**src/rtl/lift_ram_seq.sv**
```systemverilog
// lift_ram_seq: drives the left/right/odd pixel RAM ports for one 5/3 lifting
// step per index (read, compute, write back to odd), 3 cycles per index.
`default_nettype none

module lift_ram_seq #(
  parameter int DW = 26,
  parameter int AW = 7
) (
  input  logic          clk,
  input  logic          rst_n,
  input  logic          start,
  input  logic          mode,
  input  logic [AW:0]   len,
  output logic          busy,
  output logic          done,
  output logic [AW-1:0] pix_addr_l,
  output logic [AW-1:0] pix_addr_r,
  output logic [AW-1:0] pix_addr_odd,
  output logic          pix_we_odd,
  output logic [DW-1:0] pix_din_odd,
  input  logic [DW-1:0] pix_dout_l,
  input  logic [DW-1:0] pix_dout_r,
  input  logic [DW-1:0] pix_dout_odd
);

  typedef enum logic [2:0] {
    S_IDLE = 3'd0,
    S_RD   = 3'd1,
    S_CALC = 3'd2,
    S_WR   = 3'd3,
    S_DONE = 3'd4
  } state_t;

  localparam logic signed [DW+1:0] c_two = (DW+2)'(2);

  state_t          r_state;
  state_t          w_next;
  logic [AW-1:0]   r_idx;
  logic [AW:0]     r_len;
  logic            r_mode;
  logic            r_busy;
  logic            r_done;
  logic            r_we;
  logic [DW-1:0]   r_din;
  logic [AW-1:0]   r_addr;
  logic            w_last;

  // Two guard bits: l+r needs one, and the +2 rounding term of the update
  // step can carry into a second.
  logic signed [DW+1:0] w_l;
  logic signed [DW+1:0] w_r;
  logic signed [DW+1:0] w_o;
  logic signed [DW+1:0] w_s;
  logic        [DW-1:0] w_res;

  assign w_l    = {{2{pix_dout_l[DW-1]}},   pix_dout_l};
  assign w_r    = {{2{pix_dout_r[DW-1]}},   pix_dout_r};
  assign w_o    = {{2{pix_dout_odd[DW-1]}}, pix_dout_odd};
  assign w_s    = w_l + w_r;
  assign w_res  = r_mode ? DW'(w_o + ((w_s + c_two) >>> 2))
                         : DW'(w_o - (w_s >>> 1));
  assign w_last = ({1'b0, r_idx} == (r_len - 1'b1));

  always_comb begin
    w_next = r_state;
    case (r_state)
      S_IDLE: begin
        if (start) w_next = (len != '0) ? S_RD : S_DONE;
      end
      S_RD:    w_next = S_CALC;
      S_CALC:  w_next = S_WR;
      S_WR:    w_next = w_last ? S_DONE : S_RD;
      S_DONE:  w_next = S_IDLE;
      default: w_next = S_IDLE;
    endcase
  end

  always_ff @(posedge clk or negedge rst_n) begin
    if (!rst_n) begin
      r_state <= S_IDLE;
      r_idx   <= '0;
      r_len   <= '0;
      r_mode  <= 1'b0;
      r_busy  <= 1'b0;
      r_done  <= 1'b0;
      r_we    <= 1'b0;
      r_din   <= '0;
      r_addr  <= '0;
    end else begin
      r_state <= w_next;
      r_busy  <= (w_next != S_IDLE);
      r_done  <= (w_next == S_DONE);
      r_we    <= (w_next == S_WR);
      case (r_state)
        S_IDLE: begin
          if (start && (len != '0)) begin
            r_mode <= mode;
            r_len  <= len;
            r_idx  <= '0;
            r_addr <= '0;
          end
        end
        S_CALC: r_din <= w_res;
        S_WR: begin
          if (!w_last) begin
            r_idx  <= r_idx + 1'b1;
            r_addr <= r_idx + 1'b1;
          end
        end
        default: ;
      endcase
    end
  end

  assign busy         = r_busy;
  assign done         = r_done;
  assign pix_addr_l   = r_addr;
  assign pix_addr_r   = r_addr;
  assign pix_addr_odd = r_addr;
  assign pix_we_odd   = r_we;
  assign pix_din_odd  = r_din;

endmodule

`default_nettype wire
```
**config.mk**
```make
export PLATFORM = sky130hd
export DESIGN_NAME = lift_ram_seq
export DESIGN_NICKNAME = d
export VERILOG_FILES = /design/src/rtl/lift_ram_seq.sv
export SDC_FILE = /design/constraint.sdc
export NUM_CORES = 1
export LEC_CHECK = 0
export BUFFER_PORTS_ARGS = -buffer_cell sky130_fd_sc_hd__buf_2
export CAP_MARGIN = 20
export CORE_UTILIZATION = 50
export CTS_CLUSTER_DIAMETER = 120
export DETAILED_ROUTE_END_ITERATION = 8
export HOLD_SLACK_MARGIN = 0.02
export PLACE_DENSITY_LB_ADDON = 0.05
export SYNTH_ARGS = -nofsm -noshare
export SYNTH_HDL_FRONTEND = slang
export SYNTH_SLANG_ARGS = --single-unit
```
**constraint.sdc**
```tcl
create_clock -name clk -period 3.48 [get_ports clk]
set_input_delay 0.348 -clock clk [delete_from_list [all_inputs] [get_ports clk]]
set_output_delay 0.348 -clock clk [all_outputs]
set_load 0.05 [all_outputs]
```
Yosys cells after proc, flatten, opt, wreduce, memory -nomap -nowiden
Index checks and enable logic that the tools add are counted.
{ "word_totals": {"regBits": 48, "inputBits": 90, "out_inout_bits": 50, "wordCells": 37} }
{ "classes": {"add_sub_neg": 6, "n_eq_ne": 8, "n_mux": 8, "n_reduce_logical": 7} }
{ "ops": {"columns": ["operator", "n"], "rows": [
  ["adder 27 x 3 -> 28 bit (second input constant)", 1],
  ["adder 26 x 26 -> 27 bit", 1],
  ["adder 26 bit", 1],
  ["two-way mux 26 bit", 1],
  ["subtractor 26 bit", 1],
  ["two-way mux 7 bit", 2],
  ["one-hot mux 7 bit (2 select lines)", 1],
  ["one-hot mux 3 bit (4 select lines)", 1],
  ["== test 3 x 2 -> 1 bit (second input constant)", 3],
  ["two-way mux 3 bit", 3],
  ["== test 7 x 8 -> 1 bit", 1],
  ["nonzero test 8 bit", 1],
  ["subtractor 8 x 1 -> 8 bit (second input constant)", 1],
  ["adder 7 x 1 -> 7 bit (second input constant)", 1],
  ["!= test 2 bit (second input constant)", 2],
  ["== test 3 x 1 -> 1 bit (second input constant)", 1],
  ["== test 3 bit (second input constant)", 1],
  ["logical NOT 3 bit", 1],
  ["AND reduction 3 bit", 1],
  ["nonzero test 3 bit", 1],
  ["AND reduction 2 bit", 1],
  ["nonzero test 2 bit", 1],
  ["logical AND 1 bit", 1]
]} }

Logic depth before layout (Yosys ltp)
Gate-level depths: netlist of run 1.
{ "logic_depth": {"word_depth": 5, "depth_mapped": 24, "ltp_nobuf": 24} }

Worst setup path before layout of run 1
No wires, ideal clock.
{ "synth_timing": {"path_kind": "input -> register", "start": "input pix_dout_l[0]", "end": "register r_din[25], in the netlist pix_din_odd[25]", "setup_ns": 0.092, "t_arrival_ns": 5.235, "required_time_ns": 3.388, "slack_ns": -1.847, "cell_stages": 22, "path_buffers": 0, "cell_sequence": "and2_1 > fa_1 > xor2_1 > ha_1 > nand4b_1 > a2111oi_0 > nor4_1 > a21oi_1 > nand4_1 > nor4_1 > nand3_1 > xnor2_1 > a21oi_1 > ha_1 > a21o_1 > a21oi_1 > o2111ai_1 > a31oi_1 > o21ai_0 > o311a_1 > and4_4 > o31ai_2"} }
{ "synth_via": {"elab_chain_len": 4, "elab_cells_between_ends": 5, "classes_between": "4 x add/sub; 1 x mux"} }
{ "synth_lines": {"columns": ["element", "line_no", "rtl"], "rows": [
  ["from (decl)", "21", "input logic [DW-1:0] pix_dout_l,"],
  ["adder 26 x 26 -> 27 bit (*)", "59", "assign w_s = w_l + w_r;"],
  ["adder 27 x 3 -> 28 bit", "60", "assign w_res = r_mode ? DW'(w_o + ((w_s + c_two) >>> 2))"],
  ["adder 26 bit", "60", null],
  ["two-way mux 26 bit (*)", "60", null],
  ["to (signal assigned)", "103", "S_CALC: r_din <= w_res;"],
  ["to (decl)", "44", "logic [DW-1:0] r_din;"]
]} }
Mark *: on every way between the ends. The rest lies on a longest branch, timed or not.
A chain may end at the register's enable or synchronous reset.

Final worst setup path of run 1
Same ends and word-level chain as after synthesis.

==> summary by stage, run 1 <==
Final layout
The net count of the finished layout is 1353. The finished cells cover between 10000 and 15000 um2. The area growth from synthesis to layout is 54.84%. For this run, the number of standard cells in the final layout without fillers is 1378. The ratio of cells with drive above 1 in the final layout is 43.78%. The end-of-flow core utilization is 79.93%.

The repair_antennas step left the layout with diodes totalling 0.

Status
The run finished, with violations left. The checks that failed: negative setup slack.

Clock network
The clock tree synthesis step divided the H-tree into 2 levels. Clock-pin slew was measured on the worst setup and hold paths at 60 ps. The clock insertion delay at the later pin of the skew report is 290 ps. The clock passes through at most 2 buffers. In this run the clock root is driven by a sky130_fd_sc_hd__clkbuf_16. The clock net in this run drives a total of 48 sinks.

The total clock buffers created by CTS is 5. The TritonCTS clock tree is done.

Drt
For this run, design rule violations remaining after detail routing come to 0. The number of vias per cell is 5.692. The detailed router placed 7843 vias in this run.

For this run, the detailed router's first-pass iteration total came to 5. Once detail routing completed, the nets flagged for antenna violations numbered 0. The aggregate routed wire length is 20850 um.

The DRC marker count from the first detailed-route iteration is 339. After detailed routing, the average wire length per cell comes to about 15 um.

Yosys
By instance count, the leading cell after synthesis is sky130_fd_sc_hd__nand2_1. Synthesis instantiated 87 different standard cells from the library. After synthesis, the most frequently instantiated cells are sky130_fd_sc_hd__nand2_1 (102), sky130_fd_sc_hd__o21ai_0 (75), sky130_fd_sc_hd__ha_1 (56), sky130_fd_sc_hd__xnor2_1 (54), sky130_fd_sc_hd__nor2_1 (49). Summed over its instances, the top area cell type makes up 18.36% of the synthesized netlist area. The count of yosys warnings during synthesis is 0. After synthesis, the mean cell area works out to 7.787 um2.

In the post-synthesis netlist, the biggest area contributors are sky130_fd_sc_hd__dfrtp_1 (18%), sky130_fd_sc_hd__ha_1 (11%), sky130_fd_sc_hd__xnor2_1 (7.2%). The xor/xnor share of the synthesized area is roughly an eighth. By area, the combinational part of the netlist is dominated by compound AO/OA/AOI/OAI gates.

The area fraction in compound gates after synthesis is around 27%. Of all cell types, the one taking the most synthesized area is sky130_fd_sc_hd__dfrtp_1. After synthesis, the share of flip-flops with an asynchronous set or reset is 100.0%. The count of flip-flops with a built-in enable after synthesis is 0. The total of flip-flops plus latches after synthesis is 48. The portion of synthesized area spent on multiplexers is 1.090%.

Synthesis produced a netlist whose cell count is 840. The post-synthesis cell area is about 6500 um2. The net count after synthesis is 988. Of the total synthesized cell area, the portion taken by AND, OR, NAND and NOR gates is 24.94%.

The synthesized-area fraction occupied by adder cells is between 10% and 20%. The most instantiated flip-flop cell in the synthesis netlist is sky130_fd_sc_hd__dfrtp_1. The sequential cell area fraction in the yosys report is 18.36%.

Placement
Routability-driven placement finished with a final weighted congestion of 0.9221. The number of placed cells counting well taps is 1339. The post-placement worst setup slack is -1785 ps. During placement, the flow inserted port buffers numbering about 140. Summing all placed instances gives a cell area of between 9000 and 10000 um2. The wire-length estimate of the detail-placed layout is 15780 um.

Floorplan
The row count is 41. After floorplanning, the core was sized to cover 12670 um2. The die is roughly 120 um wide. For this configuration, the core starts out at a cell density of 51.62%. In this run the vertical extent of the chip is 116.4 um. The I/O pin count is 140.

The floorplan die area is 13540 um2.

Setup path
The startpoint identified for the worst register-to-register timing path is r_mode. The reg-to-reg endpoint is pix_din_odd[25]. The most critical setup path has its endpoint at pix_din_odd[25].

Across all register-to-register paths, the minimum setup slack is 100 ps. Tracing the worst setup path back leads to its startpoint at pix_dout_l[0]. Of all nets on the critical path, the largest fanout is 4. STA classifies the critical path startpoint as a primary input. For the worst setup path, the data required time is around 3700 ps. At the worst endpoint, the arrival time is 4950 ps. The setup path with the least slack is of type primary input to flop. The kind of end point of the critical path is a flop.

Counting cells, the worst reg-to-reg path comes to 15.

Global route
The sum of overflow across all layers after global routing is 0. The first global-routing pass estimated 31970 um of wire. Across every metal layer, demand over resource in global routing totals 28.86%.

The number of antenna violations at the first check in global routing is 0. The pin count of the biggest net entering global routing is 52. The number of global-route vias before repair is 7363.

Worst hold path
The class of the worst hold path is primary input to flop. Along the worst hold path, the cell count comes to 3.

Timing
Derived from the worst setup path, the maximum achievable clock frequency is 210.7 MHz. Setup violations remaining at the end of the flow were counted as 22. Setup repair after global routing could not meet its margin everywhere. The total count of hold-check failures in the final report is 0.

The worst setup margin is -1266 ps. For the pin with the worst max-slew slack, the measured transition is a little over 900 ps. The number of max-slew violations in the final report came to 0. The clock skew after layout is around 9.5 ps.

The post-route clock period utilization is 136.4%. The clock period minus worst slack is roughly 4700 ps. Headroom to the max-slew limit came out at 38.79%.

Pwr
The power density of the placed cells is 723.5 nW/um2. For this design the static power due to leakage is 0.004823 uW. Across the VDD grid, the largest voltage drop is just over 0.0004 V.

Job
The total of max-cap violations is 0.
## layer usage
| layer | GRT usage [%] | part of all wire [%] |
|---|---|---|
| met5 | 0 | 0 |
| met2 | 55.11 | 51 |
| met4 | 11.79 | 3.3 |
| met1 | 33.16 | 42 |
| met3 | 1.764 | 3.1 |
## cell families (layout without fill, tap and decap cells)
logic type,Yosys count,after routing
AOI/OAI and AO/OA,262,262
xor gates and xnor gates,87,87
adders and majority gates,58,58
buffers and inverters,68,434
DFF,48,48
muxes,7,7
and+or+nand+nor,310,310
## worst max-delay path, cell delays in order
cell	delay [ps]
sky130_fd_sc_hd__buf_6	100
sky130_fd_sc_hd__and2_4	150
sky130_fd_sc_hd__fa_2	420
sky130_fd_sc_hd__a211oi_4	280
sky130_fd_sc_hd__o21a_2	220
sky130_fd_sc_hd__o31a_4	160
sky130_fd_sc_hd__o211ai_1	150
sky130_fd_sc_hd__a2111oi_2	380
sky130_fd_sc_hd__and4_1	290
sky130_fd_sc_hd__o21ai_1	110
sky130_fd_sc_hd__nor3b_2	250
sky130_fd_sc_hd__xor2_1	210
sky130_fd_sc_hd__o21ai_2	90
sky130_fd_sc_hd__ha_1	320
sky130_fd_sc_hd__a21o_1	190
sky130_fd_sc_hd__a21o_1	190
sky130_fd_sc_hd__a21o_1	200
sky130_fd_sc_hd__a21oi_2	140
sky130_fd_sc_hd__o21ai_2	90
sky130_fd_sc_hd__o311a_1	310
sky130_fd_sc_hd__and4_4	180
sky130_fd_sc_hd__o31ai_2	160
## per-stage QoR
step | hold slack [ps] | setup TNS, ps | total power [uW]
6_report | 282.0 | -19530 | 7328
4_1_cts | 272.0 | -15320 | 6951
5_1_grt | 301.4 | -24310 | 7819
3_5_place_dp | 452.9 | -26170 | 6040
3_3_place_gp | 453.1 | -24090 | 5890
2_1_floorplan | 52.41 | -14530 | 4458
## flip-flops by register name, summed over array words and instances, names as in the netlist
signal	count
busy	1
pix_we_odd	1
done	1
pix_din_odd	26
r_idx	7
r_state	3
r_mode	1
r_len	8
## timing repair
action	CTS	global route
buffers inserted	22	14
pin swaps	54	53
hold buffers	0	1
setup endpoints to repair	21	21
hold endpoints to repair	0	4
gates resized for setup	65	37
## placed cells by master (no fill, tap or decap), types with 6 or more instances in the layout
cell type / count
sky130_fd_sc_hd__a211o_1: 8
sky130_fd_sc_hd__a21o_1: 29
sky130_fd_sc_hd__a21oi_1: 32
sky130_fd_sc_hd__a21oi_2: 13
sky130_fd_sc_hd__a31oi_1: 6
sky130_fd_sc_hd__buf_2: 137
sky130_fd_sc_hd__buf_4: 259
sky130_fd_sc_hd__buf_6: 7
sky130_fd_sc_hd__dfrtp_1: 48
sky130_fd_sc_hd__ha_1: 48
sky130_fd_sc_hd__inv_1: 21
sky130_fd_sc_hd__nand2_1: 102
sky130_fd_sc_hd__nand2b_1: 8
sky130_fd_sc_hd__nand3_1: 24
sky130_fd_sc_hd__nand3b_1: 10
sky130_fd_sc_hd__nand4_1: 12
sky130_fd_sc_hd__nor2_1: 47
sky130_fd_sc_hd__nor2b_1: 6
sky130_fd_sc_hd__nor3_1: 20
sky130_fd_sc_hd__nor3b_1: 6
sky130_fd_sc_hd__nor4_1: 6
sky130_fd_sc_hd__nor4_4: 8
sky130_fd_sc_hd__o211ai_1: 8
sky130_fd_sc_hd__o21a_1: 6
sky130_fd_sc_hd__o21ai_0: 47
sky130_fd_sc_hd__o21ai_1: 20
sky130_fd_sc_hd__o21ai_2: 12
sky130_fd_sc_hd__o31ai_1: 8
sky130_fd_sc_hd__or3_1: 8
sky130_fd_sc_hd__xnor2_1: 50
sky130_fd_sc_hd__xor2_1: 30
## layout make-up
cell class / count / area (um2)
Fill cell: 883 / 2542
Clock buffer: 6 / 138.9
Inverter: 21 / 78.83
Clock inverter: 2 / 38.79
Timing Repair Buffer: 405 / 2739
Multi-Input combinational cell: 724 / 5717
Sequential cell: 48 / 1201
Tap cell: 172 / 215.2
## how the worst min path moves through the flow
stage                               from             end  slack (ps)
after floorplan                    rst_n            busy          50
after global placement    pix_din_odd[4]  pix_din_odd[4]         450
after detailed placement  pix_din_odd[4]  pix_din_odd[4]         450
after CTS                          rst_n        r_idx[4]         270
after global routing              len[4]        r_len[4]         300
final                             len[5]        r_len[5]         280
## report_power, final
group,internal (uW),leakage (uW),switching [uW]
clock network,360,0.0000871,205
logic,2480,0.00414,3250
registers,815,0.000600,225
total,3650,0.00482,3680
No activity file was read; power rests on OpenSTA's default activity.
==> run 2, diff against run 1 <==
Settings changed: SETUP_SLACK_MARGIN set to 0.02.
==> summary by stage, run 2 (synthesized netlist as in run 1, its figures left out) <==
Setup path
The worst setup path category is primary input to flop. STA classifies the critical path endpoint as a flop. The number of cells on the worst reg-to-reg path is 16 (+1). The setup slack of the most critical reg-to-reg path came to 100 ps (about the same). The maximum fanout count along the critical path came to 6 (+2). The critical path data arrival time was 4970 ps (+20 ps). The data required time at the worst endpoint is 3610 ps (-70 ps). The category of the worst setup path launch point is a primary input.

Global route
The sum of overflow across all layers after global routing came to 0 (unchanged). The number of global-route vias before repair was 7146 (-2.9%). The first-pass GRT wire length is 31300 um (-2.1%). The global routing usage summed across all routing layers was 28.20% (-0.66 points). The number of antenna violations at the first check in global routing is 0 (unchanged).

The pin count of the biggest net entering global routing is 52 (unchanged).

Floorplan
The floorplan die area came to 13540 um2 (unchanged). The area of the core region is 12670 um2 (unchanged). The chip width was 116.4 um (unchanged). The row count is 41 (unchanged). The I/O pin count came to 140 (unchanged). The starting utilization of the core area is 51.62% (unchanged). The overall die height was 116.4 um (unchanged).

Job
The total of max-cap violations came to 0 (unchanged).

Timing
The clock period minus worst slack is 4834 ps (+88.27 ps). The top achievable clock speed came to 206.9 MHz (-1.8%). The clock skew after layout is 4.184 ps (-5.351 ps). The worst-margin pin slew is 931.9 ps (+13.72 ps). The worst setup margin was -1354 ps (-88.27 ps). The number of max-slew violations in the final report is 0 (unchanged). The post-route clock period utilization came to 138.9% (+2.5 points). The total count of hold-check failures in the final report is 0 (unchanged). The total of endpoints with negative setup slack in the final report came to 22 (unchanged). The setup TNS was -20430 ps (-902.0 ps). The post-route worst hold slack is 273.7 ps (-8.283 ps). Setup repair after global routing could not meet its margin everywhere.

The worst slew margin relative to its limit is 37.87% (-0.91 points).

Drt
The met2 routed wirelength is 10860 um (+1.5%). The number of iterations in the first detailed-routing pass is 5 (unchanged). The residual DRC count was 0 (unchanged).

The number of vias per cell is 5.636 (-0.98%). Signal routing reaches up to met4. The number of vias after detailed routing is 7789 (-0.69%).

The number of nets with antenna violations after detailed routing was 0 (unchanged). The total met3 wirelength after detailed routing is 749 um (+15%). The aggregate routed wire length is 20910 um (+0.26%). The wire length per cell after detailed routing was 15.13 um (about the same).

The sum of routed wire segments on met1 is 8594 um (-2.5%). The DRC marker count from the first detailed-route iteration is 353 (+4.1%).

Pwr
The overall power is 7244 uW (-1.1%). The power density of the placed cells is 714.8 nW/um2 (-1.2%). The largest vdd supply drop is 0.0003504 V (-14%). The standby leakage power came to 0.004823 uW (about the same).

Final layout
The flip-flop count of the largest register, all copies and words added is 26 (unchanged). The area of the multi-input gates is 5690 um2 (-0.46%). The register area was 1201 um2 (unchanged). The count of antenna diodes in the layout was 0 (unchanged). The area growth from synthesis to layout was 54.93% (about the same). The count of filler cells inserted in the layout is 902 (+2.2%). The final layout net count was 1357 (+0.30%). The end-of-flow core utilization is 79.98% (about the same). The library cell used most frequently in the layout, excluding fill and tap cells, is sky130_fd_sc_hd__buf_4.

The top cell types in the final layout, fill and taps aside, are sky130_fd_sc_hd__buf_4 (257), sky130_fd_sc_hd__buf_2 (137), sky130_fd_sc_hd__nand2_1 (100), sky130_fd_sc_hd__xnor2_1 (49), sky130_fd_sc_hd__ha_1 (49). The ratio of cells with drive above 1 in the final layout is 44.63% (+0.85 points).

Status
The flow ran to the end, but the final reports show violations. The checks that failed: negative setup slack.

Placement
The number of buffer cells added on primary ports came to 139 (unchanged). The HPWL after detailed placement is 15630 um (-0.93%). The last weighted congestion value of the routability-driven placer is 0.8894 (-3.5%).

Clock network
The clock insertion delay at the later pin of the skew report came to 280 ps (about the same). The H-tree level count is 2 (unchanged). The buffer depth of the longest clock path is 2 (unchanged).

The clock-pin slew on the worst setup and hold paths is 60 ps (about the same). Clock tree synthesis selected as its root buffer the cell sky130_fd_sc_hd__clkbuf_16. The TritonCTS clock tree is done. The total clock buffers created by CTS came to 5 (unchanged). The total clock sinks is 48 (unchanged).

Worst hold path
The number of instances on the worst hold path is 3 (unchanged). The path class of the tightest hold or removal check is primary input to flop.
==> run 2: cell types whose count changed in the layout (fill, tap and decap cells not counted), moves of 3 or more <==
cell                      change
sky130_fd_sc_hd__nor4_2       +3
sky130_fd_sc_hd__buf_6        +5
sky130_fd_sc_hd__o21ai_2      -4
sky130_fd_sc_hd__nor4_4       -3
sky130_fd_sc_hd__o21ai_1      +4
==> run 2: what timing repair did <==
action / in CTS / in global routing
endpoints found under the hold margin: 0 / 5
resized for setup: 75 / 35
buffers inserted: 22 / 14
pin swaps: 40 / 36
hold buffers: 0 / 1
setup endpoints to repair: 22 / 23
==> run 2: final cells by class <==
class / instances / area share, %
sequential: 48 / 11.85
clock buffer: 6 / 1.370
inverter: 21 / 0.7778
timing repair buffer: 409 / 27.63
tap: 172 / 2.123
multi-input combinational: 724 / 56.15
clock inverter: 2 / 0.09877
==> run 2: critical path, stage by stage <==
cell,delay [ps]
sky130_fd_sc_hd__buf_6,90
sky130_fd_sc_hd__and2_4,150
sky130_fd_sc_hd__fa_2,450
sky130_fd_sc_hd__buf_12,160
sky130_fd_sc_hd__xor2_4,180
sky130_fd_sc_hd__ha_4,200
sky130_fd_sc_hd__nand3b_1,140
sky130_fd_sc_hd__a2111oi_4,300
sky130_fd_sc_hd__nor4_2,110
sky130_fd_sc_hd__a21oi_2,150
sky130_fd_sc_hd__nand4_1,190
sky130_fd_sc_hd__nor4_4,200
sky130_fd_sc_hd__buf_4,180
sky130_fd_sc_hd__nand3_1,90
sky130_fd_sc_hd__xnor2_1,140
sky130_fd_sc_hd__a21oi_1,90
sky130_fd_sc_hd__ha_1,320
sky130_fd_sc_hd__a21o_1,210
sky130_fd_sc_hd__a21oi_2,200
sky130_fd_sc_hd__o2111ai_2,130
sky130_fd_sc_hd__a31oi_2,240
sky130_fd_sc_hd__o21bai_1,120
sky130_fd_sc_hd__a21o_1,180
sky130_fd_sc_hd__a21oi_2,130
sky130_fd_sc_hd__xor2_1,190
sky130_fd_sc_hd__o21ai_1,70
==> run 2: where the power goes <==
part | internal [uW] | leakage [uW] | total, uW | switching [uW]
sequential | 815 | 0.000600 | 1040 | 220
combinational | 2490 | 0.00415 | 5730 | 3240
clock | 283 | 0.0000766 | 475 | 192
==> run 2: per-stage QoR <==
step	setup slack, ps	instance area (um2)	std cells
2_1_floorplan	-1325	6749	840
3_3_place_gp	-1588	9163	1338
3_5_place_dp	-1706	9163	1338
4_1_cts	-1159	9797	1366
5_1_grt	-1518	10130	1382
6_report	-1354	10130	1382
==> run 2: final timing paths <==
path,end,start
setup / recovery,pix_din_odd[21],pix_dout_l[0]
hold / removal,r_len[5],len[5]
max in group asynchronous,r_state[1],rst_n
setup reg to reg,pix_din_odd[21],r_mode
min in group asynchronous,r_idx[2],rst_n
hold reg to reg,pix_din_odd[0],pix_din_odd[0]
==> run 2: metal layers <==
metal	up-vias	global-route usage, %
met2	218	51.99
met4	0	11.71
met5	-	0
li1	3843	-
met1	3675	33.95
met3	53	1.557
